`config.mk`:
```
export PLATFORM = sky130hd
export DESIGN_NAME = ifetch_unit_flat
export DESIGN_NICKNAME = d
export VERILOG_FILES = /design/src/rtl/ifetch_unit_if.sv /design/src/rtl/ifetch_unit.sv /design/src/flat_wrapper.sv
export SDC_FILE = /design/constraint.sdc
export NUM_CORES = 1
export LEC_CHECK = 0
export CAP_MARGIN = 15
export CORE_MARGIN = 10
export CORE_UTILIZATION = 40
export CTS_CLUSTER_DIAMETER = 100
export CTS_CLUSTER_SIZE = 14
export DETAILED_ROUTE_END_ITERATION = 6
export GPL_TIMING_DRIVEN = 1
export PLACE_DENSITY_LB_ADDON = 0.05
export SLEW_MARGIN = 20
export SYNTH_ARGS = -nofsm -noshare
export SYNTH_HDL_FRONTEND = slang
export SYNTH_SLANG_ARGS = --single-unit
```
`constraint.sdc`:
```
create_clock -name clk -period 3.05 [get_ports clk]
set_clock_uncertainty 0.2 [all_clocks]
set_input_delay 0.61 -clock clk [delete_from_list [all_inputs] [get_ports clk]]
set_output_delay 0.61 -clock clk [all_outputs]
set_load 0.005 [all_outputs]
```
`src/rtl/ifetch_unit_if.sv`:
```
// Instruction-memory request/ready channel between the fetch stage and imem.
interface ifetch_unit_if;
   logic        imem_req;
   logic [31:0] imem_addr;
   logic        imem_ready;
   logic [31:0] imem_rdata;
   logic        imem_err;

   modport master (output imem_req, imem_addr, input imem_ready, imem_rdata, imem_err);
   modport slave  (input imem_req, imem_addr, output imem_ready, imem_rdata, imem_err);
endinterface

```
`src/rtl/ifetch_unit.sv`:
```
// Multicycle instruction fetch: latches PC, handshakes with imem, loads IR,
// and reports misaligned / bus-error / timeout as sticky faults.
module ifetch_unit #(
   parameter int unsigned TIMEOUT_CYCLES = 255,
   parameter logic [31:0] IR_RESET       = 32'h0000_0013
) (
   input  logic                 clk,
   input  logic                 rst,
   input  logic                 fetch_start,
   input  logic                 flush,
   input  logic                 fault_clr,
   input  logic [31:0]          PC,
   ifetch_unit_if.master        imem,
   output logic [31:0]          IR,
   output logic [31:0]          IR_pc,
   output logic                 fetch_done,
   output logic                 fetch_busy,
   output logic                 fault,
   output logic [1:0]           fault_cause
);

   localparam int unsigned CNT_W = 16;
   localparam logic [CNT_W-1:0] CNT_LAST = CNT_W'(TIMEOUT_CYCLES - 32'd1);
   localparam logic [CNT_W-1:0] CNT_MAX  = {CNT_W{1'b1}};

   localparam logic [1:0] CAUSE_NONE  = 2'b00;
   localparam logic [1:0] CAUSE_ALIGN = 2'b01;
   localparam logic [1:0] CAUSE_BUS   = 2'b10;
   localparam logic [1:0] CAUSE_TMO   = 2'b11;

   typedef enum logic [1:0] {
      S_IDLE  = 2'd0,
      S_WAIT  = 2'd1,
      S_FAULT = 2'd2
   } state_t;

   state_t           state_q, state_d;
   logic             req_q, req_d;
   logic [31:0]      addr_q, addr_d;
   logic [31:0]      ir_q, ir_d;
   logic [31:0]      ir_pc_q, ir_pc_d;
   logic             done_q, done_d;
   logic             fault_q, fault_d;
   logic [1:0]       cause_q, cause_d;
   logic [CNT_W-1:0] cnt_q, cnt_d;

   // State and all output registers
   always_ff @(posedge clk or negedge rst) begin
      if (!rst) begin
         state_q <= S_IDLE;
         req_q   <= 1'b0;
         addr_q  <= 32'h0;
         ir_q    <= IR_RESET;
         ir_pc_q <= 32'h0;
         done_q  <= 1'b0;
         fault_q <= 1'b0;
         cause_q <= CAUSE_NONE;
         cnt_q   <= '0;
      end else begin
         state_q <= state_d;
         req_q   <= req_d;
         addr_q  <= addr_d;
         ir_q    <= ir_d;
         ir_pc_q <= ir_pc_d;
         done_q  <= done_d;
         fault_q <= fault_d;
         cause_q <= cause_d;
         cnt_q   <= cnt_d;
      end
   end

   // Next-state and next-output logic; flush outranks any same-cycle response
   always_comb begin
      state_d = state_q;
      req_d   = req_q;
      addr_d  = addr_q;
      ir_d    = ir_q;
      ir_pc_d = ir_pc_q;
      done_d  = 1'b0;
      fault_d = fault_q;
      cause_d = cause_q;
      cnt_d   = cnt_q;

      case (state_q)
         S_IDLE: begin
            if (fetch_start && !flush) begin
               addr_d = PC;
               if (PC[1:0] != 2'b00) begin
                  state_d = S_FAULT;
                  fault_d = 1'b1;
                  cause_d = CAUSE_ALIGN;
               end else begin
                  state_d = S_WAIT;
                  req_d   = 1'b1;
                  cnt_d   = '0;
               end
            end
         end
         S_WAIT: begin
            if (flush) begin
               state_d = S_IDLE;
               req_d   = 1'b0;
            end else if (req_q && imem.imem_ready) begin
               req_d = 1'b0;
               if (imem.imem_err) begin
                  state_d = S_FAULT;
                  fault_d = 1'b1;
                  cause_d = CAUSE_BUS;
               end else begin
                  state_d = S_IDLE;
                  ir_d    = imem.imem_rdata;
                  ir_pc_d = addr_q;
                  done_d  = 1'b1;
               end
            end else if (cnt_q == CNT_LAST) begin
               state_d = S_FAULT;
               req_d   = 1'b0;
               fault_d = 1'b1;
               cause_d = CAUSE_TMO;
            end else if (cnt_q != CNT_MAX) begin
               cnt_d = cnt_q + CNT_W'(1);
            end
         end
         S_FAULT: begin
            if (fault_clr) begin
               state_d = S_IDLE;
               fault_d = 1'b0;
               cause_d = CAUSE_NONE;
            end
         end
         default: begin
            state_d = S_IDLE;
            req_d   = 1'b0;
         end
      endcase
   end

   assign imem.imem_req  = req_q;
   assign imem.imem_addr = addr_q;
   assign IR             = ir_q;
   assign IR_pc          = ir_pc_q;
   assign fetch_done     = done_q;
   assign fetch_busy     = req_q;
   assign fault          = fault_q;
   assign fault_cause    = cause_q;

endmodule

```
`src/flat_wrapper.sv`:
```
// flat-port wrapper written by rule: the top's interface ports become plain ports
module ifetch_unit_flat 
#(
   parameter int unsigned TIMEOUT_CYCLES = 255,
   parameter logic [31:0] IR_RESET       = 32'h0000_0013
)
  (clk, rst, fetch_start, flush, fault_clr, PC, IR, IR_pc, fetch_done, fetch_busy, fault, fault_cause, imem_imem_req, imem_imem_addr, imem_imem_ready, imem_imem_rdata, imem_imem_err);
  ifetch_unit_if imem_i ();
  input  logic clk;
  input  logic rst;
  input  logic fetch_start;
  input  logic flush;
  input  logic fault_clr;
  input  logic [31:0] PC;
  output logic [31:0] IR;
  output logic [31:0] IR_pc;
  output logic fetch_done;
  output logic fetch_busy;
  output logic fault;
  output logic [1:0] fault_cause;
  output wire logic [$bits(imem_i.imem_req)-1:0] imem_imem_req;
  output wire logic [$bits(imem_i.imem_addr)-1:0] imem_imem_addr;
  input wire logic [$bits(imem_i.imem_ready)-1:0] imem_imem_ready;
  input wire logic [$bits(imem_i.imem_rdata)-1:0] imem_imem_rdata;
  input wire logic [$bits(imem_i.imem_err)-1:0] imem_imem_err;
  assign imem_imem_req = imem_i.imem_req;
  assign imem_imem_addr = imem_i.imem_addr;
  assign imem_i.imem_ready = imem_imem_ready;
  assign imem_i.imem_rdata = imem_imem_rdata;
  assign imem_i.imem_err = imem_imem_err;
  ifetch_unit #(.TIMEOUT_CYCLES(TIMEOUT_CYCLES), .IR_RESET(IR_RESET)) u_core (.clk(clk), .rst(rst), .fetch_start(fetch_start), .flush(flush), .fault_clr(fault_clr), .PC(PC), .imem(imem_i), .IR(IR), .IR_pc(IR_pc), .fetch_done(fetch_done), .fetch_busy(fetch_busy), .fault(fault), .fault_cause(fault_cause));
endmodule
```
==> metrics <==
status finished, final reports clean; syn avg cell area 14.6 um2; Die Y ~130 um; # Max-Cap Violations 0; Worst Tran Pin Value 0.616 ns; fmax 406 MHz; cts bufs inserted 17; share of the synthesized area in the top cell type between 50% and 60%; Final Net Count 589; Yosys top cell by area dfrtp_1; largest net degree at the start of global routing 63; Seq. cell area 2980 um2; via/cell ratio 5.18; Starting Density 40.5%; CP Capture Type register; CP peak stage delay 0.42 ns; Die Area 16900 um2; Post-Syn Nets 405; clk root buf clkbuf_16; Final Hold Viols 0; clock slew at reported path FFs roughly 0.050 ns; Mapped Cells 332; layout cells sized above 1 25.0%; Max Slew Vio Count 0; Worst EP arrival 2.53 ns; critical path fanouts, max 13; area growth from synthesis to layout 51.2%; Synth Register Bits 119; worst path required time 3.11 ns; Startpoint Class register; Power Dens Cells 656 nW/um2; most frequent cells in the layout 171 x clkdlybuf4s50_1, 116 x dfrtp_1, 84 x mux2_2, 17 x clkbuf_16, 14 x o211ai_1; Sinks on Clock Net 119; RSZ-0062 raised after global routing no; fill count about 950; setup TNS 0 ns; final hold slack roughly 0.28 ns; final WL 12.9 mm; GRT Residual Overflow 0; Crit path buffers/inverters 1; TritonCTS clock tree done; most common cell after layout, fill and taps aside clkdlybuf4s50_1; period utilization 80.8%; ys async rst share 100%; later-pin clock latency in the skew report 0.41 ns; vias in the first global route 3771; Cell Chain, Critical Path inv_1 > ha_1 > nor4bb_1 > nand4_1 > nand3_1 > o21bai_2 > o211ai_1; Clock Path Buffers 2; Diodes inserted 0; Multi-input gate area 1780 um2; Post-synth EDFFs 0; PortBufs 172; cell area after synthesis 4850 um2; Ports 173; Ys Warns 0; sequential fraction of the synthesis area about three fifths; gr usage total 15.4%; First-pass DRT Iterations 4; R2R setup slack 0.59 ns; Final min period between 2 and 2.5 ns; Resized cells post-CTS 0; dpl ws 0.312 ns; row cnt 40; first-pass GRT wire length around 20 mm; predominant post-synthesis flop cell dfrtp_1; relative slew slack between 50 and 60%; VDD IR-drop max approximately 0.00032 V; Detail Route Antenna Nets 0; synth top area cells dfrtp_1 60%, mux2_2 20%, mux2_1 3.0%, o211ai_1 2.2%, o31ai_1 2.0%; via count 3504; Final setup viols 0; initial antenna violation count 0; H-tree levels 4; slowest stage cell, crit path dfrtp_1; kind of critical path reg2reg; type of the worst min-delay path reg2reg; Crit path max-delay family simple AND/OR/NAND/NOR gates; DP HPWL 9.56 mm; synth unique cells 42; Floorplan Core Area around 12000 um2; Initial DRC Count about 150; GPL Wtd Cong 0.803; Final Worst Setup Slack 0.586 ns; routed len/inst 19.0 um; die width roughly 130 um; drc violations 0; Lkg Pwr 0.00317 uW
worst register-to-register path, cell delays in order (launching register included):
cell and delay (ns):
dfrtp_1 0.42, inv_1 0.08, ha_1 0.14, nor4bb_1 0.28, nand4_1 0.31, nand3_1 0.35
o21bai_2 0.36, o211ai_1 0.18
through the flow:
stage               area, um2  std cells  power [uW]  utilization [%]
floorplan                4850        332        2300                -
CTS                      7330        676        4880             61.3
global route             7330        676        5050             61.3
detailed placement       6770        643        3020             56.6
global placement         6770        643        2990             56.6
finish                   7330        676        4810             61.3
final cells by class:
| cell class | count | share of cell area [%] |
|---|---|---|
| sequential | 119 | 40.7 |
| timing repair buffer | 180 | 24.8 |
| multi-input combinational | 193 | 24.2 |
| clock buffer | 22 | 6.47 |
| tap | 147 | 2.51 |
| clock inverter | 10 | 1.06 |
| inverter | 5 | 0.256 |
per-layer routing:
| layer | wire (um) | part of all wire, % | vias to the layer above | global-route usage (%) |
|---|---|---|---|---|
| met5 | 0 | 0 | - | 0 |
| met4 | 171 | 1.3 | 0 | 5.36 |
| met3 | 1330 | 10 | 15 | 7.46 |
| met2 | 6210 | 48 | 135 | 24.9 |
| met1 | 5160 | 40 | 1749 | 17.4 |
| li1 | - | - | 1605 | - |
power by group:
group	leakage, uW	internal (uW)	total, uW	switching [uW]
Sequential	0.00155	1830	2000	171
Clock	0.000279	1170	1830	664
Combinational	0.00133	662	975	312
Total	0.00317	3660	4810	1150
path summary, 6_finish.rpt:
kind / cells after the start / end / startpoint
min in group asynchronous: 2 / u_core.IR_pc[27] / rst
worst min register to register: 1 / u_core.IR_pc[24] / u_core.IR_pc[24]
max in group asynchronous: 3 / u_core.IR[1] / rst
worst max register to register: 7 / u_core.cnt_q[7] / u_core.cnt_q[0]
worst min-delay path: 1 / u_core.IR_pc[24] / u_core.IR_pc[24]
worst max-delay path: 7 / u_core.cnt_q[7] / u_core.cnt_q[0]
synthesized netlist by cell type, types with 2 or more instances:
cell / n
nand4_1: 5
nor2b_1: 2
o21ai_1: 2
o31ai_1: 13
inv_1: 5
ha_1: 2
dfstp_2: 3
nor4_1: 2
mux2_1: 13
nand3_1: 7
or4_1: 2
or3_1: 4
o211ai_1: 14
a21oi_1: 3
nand2b_1: 2
nand2_1: 9
dfrtp_1: 116
buf_2: 12
mux2_2: 84
o21a_1: 3
a21boi_0: 2
o21ai_0: 2
nor2_1: 4
buf_4: 2
nor4bb_1: 2
logic make-up (layout without fill, tap and decap cells):
group           after synthesis  after routing  share of synthesized area [%]
fa+ha+maj                     2              2                          0.516
compound gates               48             48                           7.53
flops                       119            119                           61.5
buf+inv                      20            217                           2.17
mux                          98             98                           22.7
simple gates                 45             45                           5.57
registers in the layout, indices dropped and copies added, names as in the netlist:
name,flops
u_core.IR,32
u_core.IR_pc,32
u_core.imem.imem_addr,32
u_core.cnt_q,16
u_core.fault_cause,2
u_core.state_q,2
u_core.fault,1
u_core.fetch_busy,1
u_core.fetch_done,1
timing repair:
action                                 4_1_cts  5_1_grt
setup buffers                                0        0
hold buffers                                 1        0
endpoints found under the hold margin       29        0
(Power assumes the default switching activity.)
